File: config.mk
export PLATFORM = sky130hd
export DESIGN_NAME = mem_arbiter_flat
export DESIGN_NICKNAME = d
export VERILOG_FILES = /design/src/rtl/mem_arbiter_if.sv /design/src/rtl/mem_arbiter.sv /design/src/flat_wrapper.sv
export SDC_FILE = /design/constraint.sdc
export NUM_CORES = 1
export LEC_CHECK = 0
export CAP_MARGIN = 20
export CORE_AREA = 2 2 287 289
export DETAILED_ROUTE_END_ITERATION = 12
export DIE_AREA = 0 0 289 291
export HOLD_SLACK_MARGIN = 0.02
export PLACE_DENSITY_LB_ADDON = 0.25
export REMOVE_ABC_BUFFERS = 1
export SKIP_CTS_REPAIR_TIMING = 1
export SYNTH_ARGS = -nofsm -noshare
export SYNTH_HDL_FRONTEND = slang
export SYNTH_SLANG_ARGS = --single-unit
File: constraint.sdc
create_clock -name clk -period 1.6 [get_ports clk]
set_clock_uncertainty 0.1 [all_clocks]
set_input_delay 0.32 -clock clk [delete_from_list [all_inputs] [get_ports clk]]
set_output_delay 0.32 -clock clk [all_outputs]
set_load 0.01 [all_outputs]
File: src/rtl/mem_arbiter_if.sv
// Bundles the I-cache, D-cache and shared-memory signals of the arbiter.
// master = arbiter view, slave = cache/memory environment view.
interface mem_arbiter_if #(
   parameter int ADDR_W = 28,
   parameter int DATA_W = 128
);
   logic              i_mem_read;
   logic [ADDR_W-1:0] i_mem_addr;
   logic [DATA_W-1:0] i_mem_rdata;
   logic              i_mem_ready;

   logic              d_mem_read;
   logic              d_mem_write;
   logic [ADDR_W-1:0] d_mem_addr;
   logic [DATA_W-1:0] d_mem_wdata;
   logic [DATA_W-1:0] d_mem_rdata;
   logic              d_mem_ready;

   logic              mem_read;
   logic              mem_write;
   logic [ADDR_W-1:0] mem_addr;
   logic [DATA_W-1:0] mem_wdata;
   logic [DATA_W-1:0] mem_rdata;
   logic              mem_ready;

   modport master (
      input  i_mem_read, i_mem_addr,
      input  d_mem_read, d_mem_write, d_mem_addr, d_mem_wdata,
      input  mem_rdata, mem_ready,
      output i_mem_rdata, i_mem_ready, d_mem_rdata, d_mem_ready,
      output mem_read, mem_write, mem_addr, mem_wdata
   );

   modport slave (
      output i_mem_read, i_mem_addr,
      output d_mem_read, d_mem_write, d_mem_addr, d_mem_wdata,
      output mem_rdata, mem_ready,
      input  i_mem_rdata, i_mem_ready, d_mem_rdata, d_mem_ready,
      input  mem_read, mem_write, mem_addr, mem_wdata
   );
endinterface

File: src/rtl/mem_arbiter.sv
// Round-robin arbiter sharing one memory port between I-cache line fills
// and D-cache allocates/write-backs; one transaction in flight at a time.
module mem_arbiter #(
   parameter int ADDR_W = 28,
   parameter int DATA_W = 128
) (
   input  logic          clk,
   input  logic          proc_reset,
   mem_arbiter_if.master bus
);

   typedef enum logic [1:0] {IDLE, BUSY, RELEASE} state_t;

   localparam logic OWN_I = 1'b0;
   localparam logic OWN_D = 1'b1;

   state_t            state, next_state;
   logic              last_grant;
   logic              owner;
   logic              op_write;
   logic [ADDR_W-1:0] addr_q;
   logic [DATA_W-1:0] wdata_q;

   logic              i_pend, d_pend;
   logic              grant, grant_d;
   logic              busy;

   always_ff @(posedge clk) begin
      if (proc_reset) state <= IDLE;
      else            state <= next_state;
   end

   always_comb begin
      next_state = state;
      grant      = 1'b0;
      grant_d    = 1'b0;
      i_pend     = bus.i_mem_read;
      d_pend     = bus.d_mem_read | bus.d_mem_write;
      case (state)
         IDLE: begin
            if (i_pend || d_pend) begin
               grant      = 1'b1;
               // On a tie D wins unless it was granted last.
               grant_d    = d_pend & (~i_pend | (last_grant == OWN_I));
               next_state = BUSY;
            end
         end
         BUSY:    if (bus.mem_ready) next_state = RELEASE;
         RELEASE: next_state = IDLE;
         default: next_state = IDLE;
      endcase
   end

   always_ff @(posedge clk) begin
      if (proc_reset) begin
         last_grant <= OWN_I;
         owner      <= OWN_I;
         op_write   <= 1'b0;
         addr_q     <= '0;
         wdata_q    <= '0;
      end else begin
         if (grant) begin
            owner    <= grant_d ? OWN_D : OWN_I;
            // Write-back takes priority over allocate when both are asserted.
            op_write <= grant_d & bus.d_mem_write;
            addr_q   <= grant_d ? bus.d_mem_addr : bus.i_mem_addr;
            wdata_q  <= grant_d ? bus.d_mem_wdata : '0;
         end
         if (state == BUSY && bus.mem_ready) last_grant <= owner;
      end
   end

   always_comb begin
      busy            = (state == BUSY) && !proc_reset;
      bus.mem_read    = busy & ~op_write;
      bus.mem_write   = busy & op_write;
      bus.mem_addr    = addr_q;
      bus.mem_wdata   = wdata_q;
      bus.i_mem_ready = busy & bus.mem_ready & (owner == OWN_I);
      bus.d_mem_ready = busy & bus.mem_ready & (owner == OWN_D);
      bus.i_mem_rdata = bus.mem_rdata;
      bus.d_mem_rdata = bus.mem_rdata;
   end

endmodule

File: src/flat_wrapper.sv
// flat-port wrapper written by rule: the top's interface ports become plain ports
module mem_arbiter_flat 
#(
   parameter int ADDR_W = 28,
   parameter int DATA_W = 128
)
  (clk, proc_reset, bus_i_mem_read, bus_i_mem_addr, bus_d_mem_read, bus_d_mem_write, bus_d_mem_addr, bus_d_mem_wdata, bus_mem_rdata, bus_mem_ready, bus_i_mem_rdata, bus_i_mem_ready, bus_d_mem_rdata, bus_d_mem_ready, bus_mem_read, bus_mem_write, bus_mem_addr, bus_mem_wdata);
  mem_arbiter_if #(.ADDR_W(ADDR_W), .DATA_W(DATA_W)) bus_i ();
  input  logic clk;
  input  logic proc_reset;
  input wire logic [$bits(bus_i.i_mem_read)-1:0] bus_i_mem_read;
  input wire logic [$bits(bus_i.i_mem_addr)-1:0] bus_i_mem_addr;
  input wire logic [$bits(bus_i.d_mem_read)-1:0] bus_d_mem_read;
  input wire logic [$bits(bus_i.d_mem_write)-1:0] bus_d_mem_write;
  input wire logic [$bits(bus_i.d_mem_addr)-1:0] bus_d_mem_addr;
  input wire logic [$bits(bus_i.d_mem_wdata)-1:0] bus_d_mem_wdata;
  input wire logic [$bits(bus_i.mem_rdata)-1:0] bus_mem_rdata;
  input wire logic [$bits(bus_i.mem_ready)-1:0] bus_mem_ready;
  output wire logic [$bits(bus_i.i_mem_rdata)-1:0] bus_i_mem_rdata;
  output wire logic [$bits(bus_i.i_mem_ready)-1:0] bus_i_mem_ready;
  output wire logic [$bits(bus_i.d_mem_rdata)-1:0] bus_d_mem_rdata;
  output wire logic [$bits(bus_i.d_mem_ready)-1:0] bus_d_mem_ready;
  output wire logic [$bits(bus_i.mem_read)-1:0] bus_mem_read;
  output wire logic [$bits(bus_i.mem_write)-1:0] bus_mem_write;
  output wire logic [$bits(bus_i.mem_addr)-1:0] bus_mem_addr;
  output wire logic [$bits(bus_i.mem_wdata)-1:0] bus_mem_wdata;
  assign bus_i.i_mem_read = bus_i_mem_read;
  assign bus_i.i_mem_addr = bus_i_mem_addr;
  assign bus_i.d_mem_read = bus_d_mem_read;
  assign bus_i.d_mem_write = bus_d_mem_write;
  assign bus_i.d_mem_addr = bus_d_mem_addr;
  assign bus_i.d_mem_wdata = bus_d_mem_wdata;
  assign bus_i.mem_rdata = bus_mem_rdata;
  assign bus_i.mem_ready = bus_mem_ready;
  assign bus_i_mem_rdata = bus_i.i_mem_rdata;
  assign bus_i_mem_ready = bus_i.i_mem_ready;
  assign bus_d_mem_rdata = bus_i.d_mem_rdata;
  assign bus_d_mem_ready = bus_i.d_mem_ready;
  assign bus_mem_read = bus_i.mem_read;
  assign bus_mem_write = bus_i.mem_write;
  assign bus_mem_addr = bus_i.mem_addr;
  assign bus_mem_wdata = bus_i.mem_wdata;
  mem_arbiter #(.ADDR_W(ADDR_W), .DATA_W(DATA_W)) u_core (.clk(clk), .proc_reset(proc_reset), .bus(bus_i));
endmodule
# == Word-level counts from Yosys, hierarchy flattened ==
# Index checks and enable logic that the tools add are counted.
# word_totals
register_bits,161
latch_bits,0
ramBits,0
rom_bits,0
output_inout_bits,416
memories,0
# op_classes
n_addsub,0
multipliers,0
div_mod_pow,0
n_lt_le_gt_ge,0
n_eq_ne,3
shifts,0
n_mux,10
bitwise,13
n_reduce_logical,6
# op_table
cell,count
$mux 128,1
$mux 28,1
$and 1x1->1,7
$mux 1,5
$mux 2,2
$not 1->1,4
$pmux 2 s2,1
$eq 2x1->1 const B,1
$logic_and 1x1->1,2
$logic_not 2->1,1
$ne 2x1->1 const B,1
$ne 2x2->1 const B,1
$or 1x1->1,2
$reduce_and 2->1,1
$logic_not 1->1,1
$logic_or 1x1->1,1

# == Longest topological paths before layout ==
# Gate-level depths: netlist of run 1.
# depth
depth_word,6
depth_mapped,6
ltp_nobuf,3

# == Worst setup path after synthesis of run 1 ==
# Ideal clock, no wire load.
# synth_timing
kind,flip-flop to flip-flop
startpoint,reg u_core.state[1]
endpoint,"reg u_core.wdata_q[38], in the netlist u_core.bus.mem_wdata[38]"
setup_ps,132
arrival_time_ps,1212
setup_slack_ps,156
path_stages_with_launch,7
n_path_buf,3
path_cell_list,dfxtp_1 -> or2_1 -> buf_2 -> buf_6 -> clkbuf_2 -> o21ai_0 -> a21oi_1
# synth_between
elab_chain_cells,3
elab_cells_between_ends,4
# synth_lines
element,line_no,text
"start, declared",mem_arbiter.sv:17,"state_t state, next_state;"
"start signal, assigned",mem_arbiter.sv:30,else state <= next_state;
$logic_not 2->1 (*),mem_arbiter.sv:39,case (state)
$mux 1,mem_arbiter.sv:39,
$mux 128,mem_arbiter.sv:67,wdata_q <= grant_d ? bus.d_mem_wdata : '0;
"end signal, assigned",mem_arbiter.sv:67,
"end, declared",mem_arbiter.sv:22,logic [DATA_W-1:0] wdata_q;
# Every way passes the cells marked *; elsewhere a longest branch is shown, timed or not.
# A chain may end at the register's enable or synchronous reset.

# == Final worst setup path of run 1 ==
# layout_timing
startpoint,reg u_core.state[0]
endpoint,out bus_mem_read
# layout_between
elab_chain_cells,3
# layout_lines
element,line_no,text
$eq 2x1->1,mem_arbiter.sv:74,busy = (state == BUSY) && !proc_reset;
$logic_and 1x1->1,mem_arbiter.sv:74,
$and 1x1->1,mem_arbiter.sv:75,bus.mem_read = busy & ~op_write;
"end, declared",flat_wrapper.sv:23,output wire logic [$bits(bus_i.mem_read)-1:0] bus_mem_read;
# Every way passes these cells.

==> results.sh, run 1 <==
export IMPL_ys_warn_count=0
export IMPL_yosysUniqueCellTypes=28
export IMPL_synth_top_area_share_pct=38.5
export IMPL_dr_pass1_iters=5
export IMPL_post_route_period_util_pct=117
export IMPL_utilization_pct=17.5
export IMPL_r2r_cells=8
export IMPL_synth_compound_area_share_pct=22.1
export IMPL_dr_first_iter_drc_count=588
export IMPL_dpl_cell_count=2153
export IMPL_insertedDiodeCount=0
export IMPL_period_needed_ps=1880
export IMPL_dieArea_sq_um=84100
export IMPL_route_detailed_drc=0
export IMPL_r2r_end="u_core.bus.mem_wdata[60]$_SDFFE_PP0P_"
export IMPL_layoutNonFillerInstCount=2217
export IMPL_cts_tree="yes"
export IMPL_root_buffer="clkbuf_16"
export IMPL_grt_usage_pct=20.7
export IMPL_clkLatencyLatePin_ps=490
export IMPL_status="complete, but fails checks"
export IMPL_synth_area_leaders="dfxtp_1, buf_4, a21oi_1"
export IMPL_hold_path_depth=3
export IMPL_ir_drop_v=0.000645
export IMPL_hp_class="input pin to flip-flop"
export IMPL_combPwrFrac_pct=31.5
export IMPL_fmaxAchievable_mhz=533
export IMPL_critical_path_required_ps=1180
export IMPL_synth_fa_ha_area_share_pct=0
export IMPL_core_sq_um=81200
export IMPL_violations="negative setup slack"
export IMPL_detailed_place_hpwl_um=74400
export IMPL_rr_startpoint="u_core.state[0]$_SDFFE_PP0P_"
export IMPL_io_pin_count=734
export IMPL_mappedNetlistArea_sq_um=8370
export IMPL_cts_made_buffers=17
export IMPL_critPathLaunchType="flip-flop"
export IMPL_io_buffers=349
export IMPL_start_util_pct=10.3
export IMPL_die_width_um=289
export IMPL_synthSimpleGateAreaFrac_pct=10.8
export IMPL_min_to="u_core.state[1]$_SDFFE_PP0P_"
export IMPL_synth_xor_area_share_pct=0
export IMPL_yosys_area_top_type="dfxtp_1"
export IMPL_synthMuxAreaShare_pct=0.120
export IMPL_setup_viol=162
export IMPL_synth_cells=1034
export IMPL_rsz0062_at_grt="true"
export IMPL_drt_wl_total_um=94100
export IMPL_grt_pass1_vias=8371
export IMPL_clk_path_buf_depth=2
export IMPL_arrival_ps=1460
export IMPL_p_switching_uw=4400
export IMPL_setup_slack_ps=-276
export IMPL_relSlewSlack_pct=49.1
export IMPL_row_count=105
export IMPL_die_y_um=291
export IMPL_synth_seq_cells=161
export IMPL_fin_hold_ws_ps=84.7
export IMPL_clk_pin_slew_worst_paths_ps=90
export IMPL_syn2layout_area_growth_pct=69.5
export IMPL_seq_power_share_pct=35.0
export IMPL_p_int_uw=8640
export IMPL_setup_tns_ps=-27880
export IMPL_path_class="flip-flop to primary output"
export IMPL_drive_above_1_share_pct=25.6
export IMPL_leakagePower_uw=0.00702
export IMPL_yosysSeqAreaShare_pct=38.5
export IMPL_syn_avg_cell_area_sq_um=8.10
export IMPL_cts_sinks=161
export IMPL_nNetsFinal=1452
export IMPL_vias_per_cell=4.04
export IMPL_p_clk_share_pct=33.5
export IMPL_antenna_found_initial=9
export IMPL_antenna_left=0
export IMPL_holdCritStartpoint="proc_reset"
export IMPL_wl_per_cell_um=42.4
export IMPL_grt_max_degree=98
export IMPL_place_congestion=0.972
export IMPL_cap_violations=0
export IMPL_final_area_sq_um=14200
export IMPL_synth_top_family_by_area="buffers and inverters"
export IMPL_cp_max_fo=3
export IMPL_tightest_slew_ps=763
export IMPL_p_sw_share_pct=33.7
export IMPL_maxSlewViolCount=0
export IMPL_routed_via_count=8966
export IMPL_grt_pass1_wl_um=109000
export IMPL_hold_violations=0
export IMPL_cp_end_kind="primary output"
export IMPL_cts_max_level=4
export IMPL_gr_total_overflow=0
export IMPL_r2r_slack_ps=-270
export IMPL_p_per_area_nw_per_um2=918
export IMPL_post_dp_cell_area_sq_um=11500
-- worst max-delay path, cell delays in order, from the launching register on --
cell and delay, ps:
dfxtp_2 360, nor3b_4 220, buf_4 150, nor2b_4 130, buf_6 120
-- sequential cells by signal, summed over array words and instances, names as in the netlist --
| signal | flops |
|---|---|
| u_core.op_write | 1 |
| u_core.last_grant | 1 |
| u_core.owner | 1 |
| u_core.bus.mem_addr | 28 |
| u_core.bus.mem_wdata | 128 |
| u_core.state | 2 |
-- final cells by class --
class | count | area [sq um]
fill | 9081 | 67000
timing repair buffer | 431 | 5340
multi-input combinational | 523 | 3740
sequential | 161 | 3230
tap | 1070 | 1340
clock buffer | 19 | 433
clock inverter | 13 | 125
-- routing by layer --
| metal | vias to the layer above | wire length (um) | track usage, % |
|---|---|---|---|
| li1 | 3571 | - | - |
| met1 | 4233 | 26300 | 16.2 |
| met2 | 1005 | 39600 | 30.0 |
| met3 | 127 | 22900 | 24.8 |
| met4 | 30 | 3410 | 6.89 |
| met5 | - | 1880 | 15.8 |
-- how the worst max path moves through the flow --
| stage | start | end | slack, ps | cells past startpoint |
|---|---|---|---|---|
| 2_1_floorplan | u_core.state[1]$_SDFFE_PP0P_ | u_core.bus.mem_addr[0]$_SDFFE_PP0P_ | -4140 | 3 |
| 6_report | u_core.state[0]$_SDFFE_PP0P_ | bus_mem_read | -280 | 4 |
| 3_5_place_dp | bus_mem_ready | bus_i_mem_ready | -890 | 4 |
| 3_3_place_gp | bus_mem_ready | bus_i_mem_ready | -910 | 4 |
| 4_1_cts | u_core.state[0]$_SDFFE_PP0P_ | bus_d_mem_ready | -900 | 3 |
| 5_1_grt | u_core.state[0]$_SDFFE_PP0P_ | bus_mem_read | -360 | 4 |
-- power groups by stage --
| stage | clock, uW | combinational [uW] | sequential, uW |
|---|---|---|---|
| after floorplan | 0 | 868 | 4790 |
| after global placement | 0 | 3180 | 4640 |
| after detailed placement | 0 | 3180 | 4650 |
| after CTS | 4570 | 3200 | 4570 |
| after global routing | 4690 | 4370 | 4600 |
| final | 4370 | 4110 | 4560 |
-- cells in the mapped netlist, drive strengths merged --
cell / count
nand3b: 1
and2: 1
nand3: 156
nor2b: 1
a311oi: 28
dfxtp: 161
mux2i: 1
nor3: 2
nor2: 6
nor3b: 2
buf: 310
a21oi: 159
a211o: 1
o21ai: 158
nand2: 2
or3: 1
a211oi: 1
and3: 1
clkbuf: 40
or2: 2
-- per-stage QoR --
stage	worst slack [ps]	power, uW
2_1_floorplan	-4140	5660
3_3_place_gp	-905	7820
3_5_place_dp	-891	7830
4_1_cts	-902	12300
5_1_grt	-357	13700
6_report	-276	13000
-- cells by family (layout without fill, tap and decap cells) --
| group | count (synthesis) | count (layout) |
|---|---|---|
| buffers and inverters | 350 | 463 |
| AOI/OAI and AO/OA | 347 | 347 |
| and+or+nand+nor | 175 | 175 |
| DFF | 161 | 161 |
| muxes | 1 | 1 |
-- cells in the final DEF, fill, tap and decap left out, types with 24 or more instances in the layout --
cell / count
clkdlybuf4s50_1: 186
dfxtp_1: 158
dlymetal6s2s_1: 156
o21ai_0: 128
a21oi_1: 92
nand3_1: 78
a21oi_2: 67
nand3_2: 54
clkbuf_16: 35
o21ai_1: 29
buf_12: 27
nand3_4: 24
Power figures use the tool's default switching activity.
==> run 2: changes to the inputs <==
--- a/config.mk
+++ b/config.mk
@@ -12,7 +12,6 @@
 export HOLD_SLACK_MARGIN = 0.02
 export PLACE_DENSITY_LB_ADDON = 0.25
 export REMOVE_ABC_BUFFERS = 1
-export SKIP_CTS_REPAIR_TIMING = 1
 export SYNTH_ARGS = -nofsm -noshare
 export SYNTH_HDL_FRONTEND = slang
 export SYNTH_SLANG_ARGS = --single-unit
==> results.sh, run 2 (synthesized netlist as in run 1, its figures left out) <==
export IMPL_relSlewSlack_pct=47.5
export IMPL_die_width_um=289
export IMPL_grt_usage_pct=22.4
export IMPL_dr_first_iter_drc_count=648
export IMPL_setup_slack_ps=-322
export IMPL_cts_made_buffers=17
export IMPL_setup_viol=162
export IMPL_cp_end_kind="flip-flop"
export IMPL_routed_via_count=9218
export IMPL_globalRouteMet2Util_pct=33.1
export IMPL_r2r_cells=10
export IMPL_crit_buf_inv=7
export IMPL_drt_wl_total_um=96500
export IMPL_critical_path_required_ps=1910
export IMPL_path_cells="buf_4, a211oi_4, buf_12, buf_12, buf_8, buf_12, buf_12, buf_16, nand3_2, a21oi_2"
export IMPL_final_common_cell="clkdlybuf4s50_1"
export IMPL_cts_max_level=4
export IMPL_p_per_area_nw_per_um2=937
export IMPL_post_route_period_util_pct=120
export IMPL_gr_total_overflow=0
export IMPL_antenna_left=0
export IMPL_final_area_sq_um=14800
export IMPL_dr_pass1_iters=5
export IMPL_hold_violations=0
export IMPL_violations="negative setup slack"
export IMPL_root_buffer="clkbuf_16"
export IMPL_maxSlewViolCount=0
export IMPL_leakagePower_uw=0.00543
export IMPL_nNetsFinal=1501
export IMPL_grt_max_degree=98
export IMPL_antenna_found_initial=7
export IMPL_total_power_uw=13900
export IMPL_period_needed_ps=1920
export IMPL_cp_depth=10
export IMPL_cp_max_fo=6
export IMPL_grtUsageMet1_pct=18.7
export IMPL_arrival_ps=2240
export IMPL_postCtsHoldBufs=0
export IMPL_ir_drop_v=0.000649
export IMPL_hp_class="input pin to flip-flop"
export IMPL_grt_util_met3_pct=24.4
export IMPL_busiest_layer="met2"
export IMPL_clk_path_buf_depth=2
export IMPL_place_congestion=0.972
export IMPL_crit_slowest_cell="dfxtp_4"
export IMPL_post_dp_cell_area_sq_um=11500
export IMPL_grt_pass1_vias=8971
export IMPL_cts_sinks=161
export IMPL_clk_pin_slew_worst_paths_ps=80
export IMPL_cts_tree="yes"
export IMPL_dieArea_sq_um=84100
export IMPL_io_buffers=349
export IMPL_hold_path_depth=3
export IMPL_vias_per_cell=4.07
export IMPL_row_count=105
export IMPL_core_sq_um=81200
export IMPL_detailed_place_hpwl_um=74400
export IMPL_largest_register_ffs=128
export IMPL_final_cell_mix="clkdlybuf4s50_1, dfxtp_1, a21oi_1, dlygate4sd2_1, nand3_2"
export IMPL_cp_top_family="buffers and inverters"
export IMPL_cap_violations=0
export IMPL_drive_above_1_share_pct=38.5
export IMPL_wl_per_cell_um=42.6
export IMPL_cp_common_cell="buf_12"
export IMPL_grt_pass1_wl_um=118000
export IMPL_rsz0062_at_grt="true"
export IMPL_path_class="flip-flop to flip-flop"
export IMPL_die_y_um=291
export IMPL_start_util_pct=10.3
export IMPL_tightest_slew_ps=787
export IMPL_io_pin_count=734
export IMPL_critPathLaunchType="flip-flop"
export IMPL_insertedDiodeCount=0
export IMPL_slowest_delay_ps=370
export IMPL_status="complete, but fails checks"
export IMPL_route_detailed_drc=0
export IMPL_fmaxAchievable_mhz=520
export IMPL_clkLatencyLatePin_ps=480
export IMPL_syn2layout_area_growth_pct=77.1
[run 2: cell count changes in the layout (fill, tap and decap cells not counted), moves of 24 or more]
cell             previous run  this run
clkdlybuf4s15_1             0        26
o21ai_1                    29        57
buf_12                     27        51
o21ai_0                   128        60
dlygate4sd2_1               0        80
buf_16                      6        35
o21ai_2                     1        38
dlymetal6s2s_1            156         0
[run 2: per-layer routing]
| layer | routed length, um | vias to the layer above |
|---|---|---|
| met5 | 1650 | - |
| met4 | 3490 | 32 |
| met3 | 22200 | 121 |
| met2 | 41000 | 1005 |
| met1 | 28200 | 4374 |
| li1 | - | 3686 |
[run 2: cell type report]
cell class,count,area (sq um)
Clock buffer,19,433
Clock inverter,13,125
Fill cell,9055,66400
Multi-Input combinational cell,524,4000
Sequential cell,161,3240
Tap cell,1070,1340
Timing Repair Buffer,479,5700
[run 2: final timing paths]
path                                               from                                      to  slack [ps]
hold reg to reg   u_core.bus.mem_wdata[73]$_SDFFE_PP0P_   u_core.bus.mem_wdata[73]$_SDFFE_PP0P_         360
setup reg to reg           u_core.state[1]$_SDFFE_PP0P_  u_core.bus.mem_wdata[109]$_SDFFE_PP0P_        -320
hold / removal                               proc_reset            u_core.state[1]$_SDFFE_PP0P_          80
setup / recovery           u_core.state[1]$_SDFFE_PP0P_  u_core.bus.mem_wdata[109]$_SDFFE_PP0P_        -320
[run 2: power by group]
group          total [uW]  leakage, uW  switching (uW)  internal (uW)
combinational        4930      0.00383            2330           2600
clock                4380     0.000275            2200           2180
sequential           4590      0.00133             214           4370
[run 2: stage by stage]
step                utilization, %  setup WS, ps  hold slack [ps]  TNS (ps)  cells
finish                        18.3          -322             81.0    -34730   2266
global route                  18.3          -385             66.8    -44200   2266
CTS                           17.8          -380             51.9    -45200   2264
detailed placement            14.2          -891              366    -79320   2153
global placement              14.2          -905              362    -77540   2153
floorplan                        -         -4140              289   -634850    684
[run 2: worst register-to-register path: cells and delay by family, from the launching register on]
| family | cells | cell delay, ps |
|---|---|---|
| simple gates | 1 | 70 |
| flops | 1 | 370 |
| buf+inv | 7 | 900 |
| compound gates | 2 | 400 |
[run 2: what timing repair did]
action                                  CTS  global route
cloned                                   38             2
setup buffers                            44             9
resized for setup                       522           200
pin swaps                               160            99
endpoints found under the setup margin  311           209
